File: config.mk
export PLATFORM = sky130hd
export DESIGN_NAME = sram_2147_ctl
export DESIGN_NICKNAME = d
export VERILOG_FILES = /design/src/rtl/sram_2147_ctl.sv
export SDC_FILE = /design/constraint.sdc
export NUM_CORES = 1
export LEC_CHECK = 0
export BUFFER_PORTS_ARGS = -buffer_cell sky130_fd_sc_hd__buf_2
export CORE_MARGIN = 8
export CORE_UTILIZATION = 47
export CTS_BUF_LIST = sky130_fd_sc_hd__clkbuf_2
export DETAILED_ROUTE_END_ITERATION = 7
export GPL_ROUTABILITY_DRIVEN = 0
export PLACE_DENSITY = 0.9
export SYNTH_ARGS = -nofsm -noshare
export SYNTH_HDL_FRONTEND = slang
export SYNTH_SLANG_ARGS = --single-unit
File: constraint.sdc
create_clock -name clk -period 1.81 [get_ports clk]
set_input_delay 0.0905 -clock clk [delete_from_list [all_inputs] [get_ports clk]]
set_output_delay 0.0905 -clock clk [all_outputs]
set_load 0.02 [all_outputs]
File: src/rtl/sram_2147_ctl.sv
// Sequencer and round-robin two-port arbiter for a 4K x WIDTH bank of 2147 static RAMs.
// Optional power-up bank clear is compiled in with the SRAM_CTL_CLEAR_EN macro.
module sram_2147_ctl #(
  parameter int WIDTH       = 32,
  parameter int WAIT_CYCLES = 1
) (
  input  logic             clk,
  input  logic             reset,
  input  logic             a_req,
  input  logic             a_we,
  input  logic [11:0]      a_addr,
  input  logic [WIDTH-1:0] a_wdata,
  output logic             a_ack,
  input  logic             b_req,
  input  logic             b_we,
  input  logic [11:0]      b_addr,
  input  logic [WIDTH-1:0] b_wdata,
  output logic             b_ack,
  output logic [WIDTH-1:0] rdata,
  output logic             busy,
  output logic [11:0]      ram_addr,
  output logic             ram_ce_n,
  output logic             ram_we_n,
  output logic [WIDTH-1:0] ram_di,
  input  logic [WIDTH-1:0] ram_do
);

  typedef enum logic [2:0] {
    S_IDLE,
    S_SETUP,
    S_STROBE,
    S_HOLD,
    S_DONE,
    S_CLEAR
  } state_t;

  state_t           state_q;
  logic             last_b_q;
  logic             gnt_b_q;
  logic             we_q;
  logic [3:0]       cnt_q;
  logic             a_ack_q;
  logic             b_ack_q;
  logic             busy_q;
  logic             ce_n_q;
  logic             we_n_q;
  logic [11:0]      addr_q;
  logic [WIDTH-1:0] di_q;
  logic [WIDTH-1:0] rdata_q;
`ifdef SRAM_CTL_CLEAR_EN
  logic             clr_ph_q;
`endif

  logic             gnt_b_d;
  logic             we_d;
  logic [11:0]      addr_d;
  logic [WIDTH-1:0] di_d;
  logic [3:0]       cnt_d;

  // On a tie the requester that was not granted last wins.
  always_comb begin
    gnt_b_d = b_req;
    if (a_req && b_req) begin
      gnt_b_d = ~last_b_q;
    end
    we_d   = gnt_b_d ? b_we    : a_we;
    addr_d = gnt_b_d ? b_addr  : a_addr;
    di_d   = gnt_b_d ? b_wdata : a_wdata;
    cnt_d  = cnt_q - 4'd1;
  end

  always_ff @(posedge clk) begin
    if (reset) begin
      last_b_q <= 1'b1;
      gnt_b_q  <= 1'b0;
      we_q     <= 1'b0;
      cnt_q    <= 4'd0;
      a_ack_q  <= 1'b0;
      b_ack_q  <= 1'b0;
      addr_q   <= 12'd0;
      di_q     <= '0;
      rdata_q  <= '0;
`ifdef SRAM_CTL_CLEAR_EN
      clr_ph_q <= 1'b0;
      state_q  <= S_CLEAR;
      ce_n_q   <= 1'b0;
      we_n_q   <= 1'b0;
      busy_q   <= 1'b1;
`else
      state_q  <= S_IDLE;
      ce_n_q   <= 1'b1;
      we_n_q   <= 1'b1;
      busy_q   <= 1'b0;
`endif
    end else begin
      case (state_q)
        S_IDLE: begin
          if (a_req || b_req) begin
            state_q  <= S_SETUP;
            gnt_b_q  <= gnt_b_d;
            last_b_q <= gnt_b_d;
            we_q     <= we_d;
            addr_q   <= addr_d;
            di_q     <= di_d;
            ce_n_q   <= 1'b0;
            we_n_q   <= 1'b1;
            busy_q   <= 1'b1;
          end
        end
        S_SETUP: begin
          state_q <= S_STROBE;
          cnt_q   <= 4'(WAIT_CYCLES);
          we_n_q  <= ~we_q;
        end
        S_STROBE: begin
          cnt_q <= cnt_d;
          if (cnt_d == 4'd0) begin
            state_q <= S_HOLD;
            we_n_q  <= 1'b1;
          end
        end
        S_HOLD: begin
          // Chip stays enabled through HOLD, so ram_do is still driven at this edge.
          state_q <= S_DONE;
          ce_n_q  <= 1'b1;
          if (!we_q) begin
            rdata_q <= ram_do;
          end
          a_ack_q <= ~gnt_b_q;
          b_ack_q <= gnt_b_q;
        end
        S_DONE: begin
          state_q <= S_IDLE;
          a_ack_q <= 1'b0;
          b_ack_q <= 1'b0;
          busy_q  <= 1'b0;
        end
`ifdef SRAM_CTL_CLEAR_EN
        S_CLEAR: begin
          if (!clr_ph_q) begin
            we_n_q   <= 1'b1;
            clr_ph_q <= 1'b1;
          end else begin
            clr_ph_q <= 1'b0;
            if (addr_q == 12'hFFF) begin
              state_q <= S_IDLE;
              ce_n_q  <= 1'b1;
              busy_q  <= 1'b0;
            end else begin
              addr_q <= addr_q + 12'd1;
              we_n_q <= 1'b0;
            end
          end
        end
`endif
        default: begin
          state_q <= S_IDLE;
          ce_n_q  <= 1'b1;
          we_n_q  <= 1'b1;
          a_ack_q <= 1'b0;
          b_ack_q <= 1'b0;
          busy_q  <= 1'b0;
        end
      endcase
    end
  end

  assign a_ack    = a_ack_q;
  assign b_ack    = b_ack_q;
  assign rdata    = rdata_q;
  assign busy     = busy_q;
  assign ram_addr = addr_q;
  assign ram_ce_n = ce_n_q;
  assign ram_we_n = we_n_q;
  assign ram_di   = di_q;

endmodule
## Word level (Yosys, flattened, before mapping)

Index checks and enable logic that the tools add are counted.

- Register bits: 91
- Output and inout bits: 81
- Logic and storage cells: 57

- Add/sub/neg operators: 1
- Equal/unequal tests: 6
- Multiplexer cells: 16
- Bitwise gates (word level): 6
- Reduce and logical (&&, ||, !) cells: 15

Operators with widths:

| kind | number |
|---|---|
| two-way mux 32 bit | 1 |
| two-way mux 12 bit | 1 |
| one-hot mux 3 bit (4 select lines) | 1 |
| AND reduction 2 bit | 5 |
| OR reduction 3 bit | 3 |
| one-hot mux 1 bit (2 select lines) | 4 |
| one-hot mux 4 bit (2 select lines) | 1 |
| equality test 3 x 2 -> 1 bit, second input constant | 2 |
| two-way mux 3 bit | 2 |
| inverter 1 bit | 6 |
| two-way mux 1 bit | 5 |
| logical NOT 4 bit | 1 |
| != test 2 bit, second input constant | 2 |
| one-hot mux 1 bit (4 select lines) | 1 |
| subtractor 4 x 1 -> 4 bit, second input constant | 1 |
| equality test 3 x 1 -> 1 bit, second input constant | 1 |
| equality test 3 bit, second input constant | 1 |
| logical NOT 3 bit | 1 |
| AND reduction 3 bit | 1 |
| nonzero test 2 bit | 1 |
| OR reduction 2 bit | 1 |
| logical AND 1 bit | 1 |
| logical OR 1 bit | 1 |

## Logic depth before layout (Yosys ltp)

Gate-level depths: netlist (run 1).

- Depth after elaboration: 4
- Gate-level depth with buffers: 6

## Least setup slack after synthesis (run 1)

No wires, ideal clock.

- Path kind: register to register
- Start point: register state_q[2]
- End point: register we_n_q, in the netlist ram_we_n
- Library setup time: 117 ps
- Arrival time: 1258 ps
- Data required time: 1693 ps
- Path slack: 435 ps
- Cell stages (with the launch flop): 5
- Buffers on the path: 1
- Clock period less this slack: 1375 ps
- Cell sequence: dfxtp_1 > buf_6 > or2_4 > or4_1 > a32o_1

- Longest elaborated chain between the ends: 4
- Elaborated cells between the ends (all ways): 11

Ends and longest elaborated chain:

| what | line | RTL |
|---|---|---|
| start: declaration | 37 | `state_t state_q;` |
| start signal: assignment | 90 | `state_q <= S_IDLE;` |
| start signal: assignment | 99 | `state_q <= S_SETUP;` |
| start signal: assignment | 111 | `state_q <= S_STROBE;` |
| parallel branches: the longest is 4 deep, another holds one-hot mux 1 bit (4 select lines) | -- |  |
| end signal: assignment | 113 | `we_n_q <= ~we_q;` |
| end: declaration | 46 | `logic we_n_q;` |

Parallel ways; which one is timed is not known.
A chain may end at the register's enable or synchronous reset.

## Worst setup path after layout (run 1)

- Start point: register state_q[0]
- End point: register di_q[27], in the netlist ram_di[27]

- Longest elaborated chain between the ends: 2

Ends and longest elaborated chain:

| what | line | RTL |
|---|---|---|
| logical NOT 3 bit | 96 | `case (state_q)` |
| AND reduction 2 bit (no line) | -- |  |
| end signal: assignment | 104 | `di_q <= di_d;` |
| end: declaration | 48 | `logic [WIDTH-1:0] di_q;` |

No other way between the ends.

==> reports/qor.txt, run 1 <==
Vias in the first global route: 5,128
Residual DRC: 0
Setup crit start kind: flop
R2r startpoint: state_q[0]
I/O Buffers: 206
FF-to-FF path depth: 4
Worst skew pair latency: 0.56 ns
Clock skew: 0.05656 ns
Psw: 2.122 mW
Syn Nets: 565
Ys flop type: dfxtp_1
Fill cells: 506
Detail Route Antenna Nets: 0
CTS tree: built
Layout area overhead: 59.50%
DRT Pass-1 Iters: 6
Via-per-instance ratio: 5.851
Post-CTS setup buffers: 0
WS Path Type: reg2reg
Status: finished, final reports clean
Required time worst endpoint: 2.27 ns
# rows: 34
Worst path arrival time: 2.13 ns
Reg2Reg Capture Point: ram_di[27]
Fin crit share: 92.50%
Num CTS Buffers: 9
GRT met3 Usage: 8.038%
Most frequent cells in the layout: 205 x buf_2, 122 x dlygate4sd3_1, 91 x dfxtp_1
Critical path destination: ram_di[27]
Peak VDD IR: 0.4031 mV
Worst Hold Class: in2reg
Sequential share of power: 45.1%
Met2 GRT Util: 51.17%
Switching share of power: 39.03%
Maximum clock insertion buffer count: 2
First-pass GRT wire length: 27.06 mm
Static Leakage: 2.795 nW
Period minus WS final: 1.674 ns
CTS H-tree depth: 3
Combinational power share: 38.5%
Final hold violations: 0
Cell Pwr Density: 840.5 mW/mm^2
Post-Synthesis Cells: 437
Largest net degree at the start of global routing: 49
Synth unique cells: 47
Die area: 0.01186 mm^2
Clock root cell: clkbuf_2
Fmax: 0.5973 GHz
Initial DRC Count: 491
Initial antenna violation count: 2
Setup violators final: 0
Global routing usage on met1: 29.50%
Die extent in y: 108.9 um
Reg2reg setup slack: 0.14 ns
Total negative slack: 0 ns
Grt total ovfl: 0
Sequential-to-total area share from yosys stat: 44.91%
Layer with the highest usage: met2
Post-Route WL: 17.95 mm
Via count: 5,020
Crit path launch: state_q[0]
Clk sinks: 91
GRT Total Usage: 29.02%
Leading cell type in the layout, fill and taps excluded: buf_2
I/O pin count: 207
Slew margin rel.: 48.44%
Worst-path clk slew: 0.24 ns
RSZ-0062 raised after global routing: no
Cell Int Power: 3.316 mW
Synth Area per Inst: 9.282 um^2
Wire per inst: 20.92 um
Max Cap Violations: 0
Layout cells sized above 1: 36.51%
Syn Std Cell Area: 0.004056 mm^2
Clock power frac: 16.4%
Core Footprint: 0.008551 mm^2
Design Power: 5.438 mW
Nets: 868
Yosys reg bits: 91
Crit Path Max Fanout: 32
Slew @ Worst Pin: 0.7723 ns
Initial Util: 47.44%
Synth warnings: 0
Pins Over Slew Limit: 0
Hpwl dp: 9.244 mm
Die Width: 108.9 um
CP endpoint kind: flop
Number of synthesized flops with an enable pin: 0
Fraction of registers with async set/reset: 0%
[power by group through the flow]
stage / registers (mW) / clock network [mW] / logic (mW)
after floorplan: 2.70 / 0 / 0.955
after global placement: 2.45 / 0 / 1.71
after detailed placement: 2.46 / 0 / 1.77
after CTS: 2.42 / 0.909 / 1.97
after global routing: 2.48 / 1.00 / 2.21
final: 2.45 / 0.892 / 2.09
[worst max-delay path, cell delays in order (launching register included)]
cell      delay, ns
dfxtp_1        0.50
nor3_4         0.34
o21ai_4        0.09
buf_4          0.30
a221oi_2       0.38
[layer usage]
| metal | routed length (um) | share of wire [%] |
|---|---|---|
| met5 | 0 | 0 |
| met4 | 1127 | 6.3 |
| met3 | 1874 | 10 |
| met2 | 8891 | 50 |
| met1 | 6057 | 34 |
[Yosys cell counts, drive strengths merged, types with 2 or more instances]
cell / number / area [um^2]
nor3: 3 / 26.28
nor2b: 3 / 18.77
inv: 50 / 187.7
and2: 2 / 12.51
a221oi: 45 / 581.8
dfxtp: 91 / 1822
xnor2: 3 / 26.28
o21ai: 8 / 40.03
buf: 27 / 162.7
a21oi: 38 / 190.2
nand2: 67 / 251.5
o21bai: 2 / 15.01
a211oi: 2 / 15.01
nor2: 5 / 18.77
ha: 2 / 25.02
clkbuf: 21 / 78.83
o32ai: 45 / 394.1
[area by class of cell]
type | instances | area [um^2] | share of cell area (%)
tap | 108 | 135.1 | 2.089
clock buffer | 11 | 55.05 | 0.8509
clock inverter | 5 | 40.04 | 0.6188
inverter | 50 | 187.7 | 2.901
antenna | 5 | 12.51 | 0.1934
multi-input combinational | 248 | 1823 | 28.18
timing repair buffer | 340 | 2395 | 37.01
sequential | 91 | 1822 | 28.16
[state kept, by name, indices dropped and copies added (netlist names), 3 cells and up]
| signal | count |
|---|---|
| ram_di | 32 |
| rdata | 32 |
| ram_addr | 12 |
| cnt_q | 4 |
| state_q | 3 |
[worst min-delay path by stage]
stage               startpoint   endpoint  slack [ns]  depth (start not counted)
finish              a_wdata[9]  ram_di[9]        0.02                          3
global route        a_wdata[7]  ram_di[7]        0.02                          3
CTS                 a_wdata[7]  ram_di[7]       0.002                          3
detailed placement   ram_do[3]   rdata[3]        0.34                          3
global placement     ram_do[2]   rdata[2]        0.33                          3
floorplan            ram_do[0]   rdata[0]        0.23                          2
[what timing repair did]
action | 4_1_cts | 5_1_grt
resized for setup | 0 | 1
hold buffers | 121 | 1
endpoints found under the hold margin | 83 | 1
setup endpoints to repair | 0 | 28
[through the flow]
stage / hold slack [ns] / cells / area [um^2] / utilization (%) / worst slack (ns)
2_1_floorplan: 0.2265 / 437 / 4056 / - / 0.4347
3_3_place_gp: 0.3300 / 715 / 5137 / 60.08 / 0.2276
3_5_place_dp: 0.3368 / 715 / 5137 / 60.08 / 0.1263
4_1_cts: 0.001671 / 852 / 6444 / 75.36 / 0.07336
5_1_grt: 0.01718 / 856 / 6465 / 75.61 / 0.01105
6_report: 0.02366 / 858 / 6470 / 75.67 / 0.1358
[kinds of logic after synthesis]
| kind of cell | Yosys count | synth area share [%] |
|---|---|---|
| adders and majority gates | 2 | 0.6168 |
| and+or+nand+nor | 93 | 10.64 |
| DFF | 91 | 44.91 |
| xor gates and xnor gates | 3 | 0.6479 |
| AOI/OAI and AO/OA | 150 | 32.60 |
| buffers and inverters | 98 | 10.58 |
(Power assumes the default switching activity.)
==> run 2: changes to the inputs <==
==> config.mk (replaced) <==
export PLATFORM = sky130hd
export DESIGN_NAME = sram_2147_ctl
export DESIGN_NICKNAME = d
export VERILOG_FILES = /design/src/rtl/sram_2147_ctl.sv
export SDC_FILE = /design/constraint.sdc
export NUM_CORES = 1
export LEC_CHECK = 0
export BUFFER_PORTS_ARGS = -buffer_cell sky130_fd_sc_hd__buf_4
export CORE_MARGIN = 2
export CORE_UTILIZATION = 39
export CTS_BUF_LIST = sky130_fd_sc_hd__clkbuf_2
export DETAILED_ROUTE_END_ITERATION = 7
export GPL_ROUTABILITY_DRIVEN = 0
export PLACE_DENSITY = 0.78
export SYNTH_ARGS = -nofsm -noshare
export SYNTH_HDL_FRONTEND = slang
export SYNTH_SLANG_ARGS = --single-unit
==> run 2 against run 1 <==
Effect of this change: sequential power barely moved; sequential cell count did not move; design area rose by 9.3%; first-iteration DRC count fell by 40%; die area fell by 5.3%; global-route usage fell by 3.6 points; sequential share of layout area fell by 2.4 points; power rose by 7.8%; clock power rose by 35%; combinational power rose by 6%; hold slack improved by 0.054 ns; largest cell class unchanged; largest power group unchanged.
==> reports/qor.txt, run 2 (synthesized netlist as in run 1, its figures left out) <==
DRT Pass-1 Iters: 5
Via count: 4,724
Fin crit share: 92.72%
Grt total ovfl: 0
R2r startpoint: state_q[2]
Residual DRC: 0
Placed cells: 742
Vias in the first global route: 4,723
Reg2reg setup slack: 0.13 ns
GRT Total Usage: 25.41%
Hold slack final: 0.07810 ns
Cell Pwr Density: 828.4 mW/mm^2
Worst Hold Class: in2reg
I/O pin count: 207
Initial Util: 39.65%
Detail Route Antenna Nets: 0
CTS tree: built
CP delay by family, top: compound AO/OA/AOI/OAI gates
N_diodes: 0
Die extent in y: 106.0 um
Largest net degree at the start of global routing: 67
Wire per inst: 16.93 um
WS Path Type: reg2reg
Layout area overhead: 74.40%
Hpwl dp: 8.246 mm
Cell breakdown of the critical path: nor3_4 > o21ai_4 > buf_4 > a221oi_1
Period minus WS final: 1.678 ns
Final hold violations: 0
Setup crit start kind: flop
RSZ-0062 raised after global routing: no
Via-per-instance ratio: 5.356
Pins Over Slew Limit: 0
Static Leakage: 2.953 nW
Slew @ Worst Pin: 0.7434 ns
Post-CTS setup buffers: 0
CP endpoint kind: flop
Required time worst endpoint: 2.21 ns
Core Footprint: 0.01023 mm^2
Setup violators final: 0
Highest-delay cell along the critical path: dfxtp_1
Post-Route WL: 14.93 mm
Clk sinks: 91
Max Cap Violations: 0
Peak VDD IR: 0.4462 mV
Maximum clock insertion buffer count: 2
Crit path launch: state_q[2]
Status: finished, final reports clean
CTS H-tree depth: 3
# rows: 37
Initial DRC Count: 294
Die Width: 106.0 um
Slew margin rel.: 50.37%
Slowest stage delay, CP: 0.45 ns
Total negative slack: 0 ns
FF-to-FF path depth: 4
Worst-path clk slew: 0.24 ns
Worst skew pair latency: 0.54 ns
Worst path bufs/invs: 1
Initial antenna violation count: 0
Leading cell type in the layout, fill and taps excluded: buf_4
Crit path depth: 4
I/O Buffers: 206
Worst path arrival time: 2.08 ns
Non-Filler Instances: 882
Most frequent cells in the layout: 213 x buf_4, 124 x dlygate4sd3_1, 91 x dfxtp_1
Critical path destination: ram_di[3]
Fmax: 0.5959 GHz
Clock root cell: clkbuf_2
Num CTS Buffers: 9
Nets: 869
Clock skew: 0.03219 ns
Crit Path Max Fanout: 31
Die area: 0.01123 mm^2
Layout cells sized above 1: 36.33%
Reg2Reg Capture Point: ram_di[3]
First-pass GRT wire length: 23.21 mm
Design Power: 5.860 mW
==> run 2: changes by cell type in the layout (fill, tap and decap cells not counted), moves of 2 or more <==
| cell | delta |
|---|---|
| buf_2 | -205 |
| buf_4 | +204 |
| bufinv_16 | +2 |
| clkinvlp_4 | -2 |
| diode_2 | -5 |
| dlygate4sd3_1 | +2 |
==> run 2: worst min path at each step <==
stage               startpoint         to  slack, ns  cells past startpoint
global placement    ram_do[23]  rdata[23]       0.34                      3
global route        a_wdata[2]  ram_di[2]      0.008                      3
floorplan            ram_do[0]   rdata[0]       0.23                      2
detailed placement   ram_do[6]   rdata[6]       0.35                      3
finish              a_wdata[2]  ram_di[2]       0.08                      3
CTS                 a_wdata[2]  ram_di[2]       0.03                      3
==> run 2: final cells by class <==
class                      count  area (um^2)
inverter                      50        187.7
fill                         695         3157
sequential                    91         1822
clock inverter                 6        96.34
tap                          136        170.2
clock buffer                  10        50.05
multi-input combinational    248         1828
timing repair buffer         341         2920
==> run 2: timing repair <==
| item | CTS | global route |
|---|---|---|
| hold buffers | 124 | 0 |
| endpoints found under the hold margin | 85 | 0 |
| resized for setup | 0 | 1 |
| setup endpoints to repair | 0 | 11 |
==> run 2: where the power goes <==
| part | switching (mW) | total [mW] | internal (mW) |
|---|---|---|---|
| logic | 1.17 | 2.22 | 1.05 |
| clock network | 0.724 | 1.20 | 0.480 |
| registers | 0.173 | 2.44 | 2.26 |
| total | 2.07 | 5.86 | 3.79 |
==> run 2: worst reg2reg max path, cell delays in order (launching register included) <==
cell and delay [ns]:
dfxtp_1 0.45, nor3_4 0.32, o21ai_4 0.09, buf_4 0.29, a221oi_1 0.42
==> run 2: through the flow <==
step,setup slack [ns],util [%],area [um^2]
5_1_grt,0.006790,69.15,7074
2_1_floorplan,0.4347,-,4056
6_report,0.1317,69.15,7074
3_5_place_dp,0.1554,55.55,5683
3_3_place_gp,0.2706,55.55,5683
4_1_cts,0.1053,69.11,7071
==> run 2: metal layers <==
layer,share of wire (%),global-route usage [%],vias to the layer above
met5,0,0,-
met4,4.0,13.16,0
met3,7.9,6.560,52
met2,51,45.12,229
met1,37,27.84,2239
li1,-,-,2204
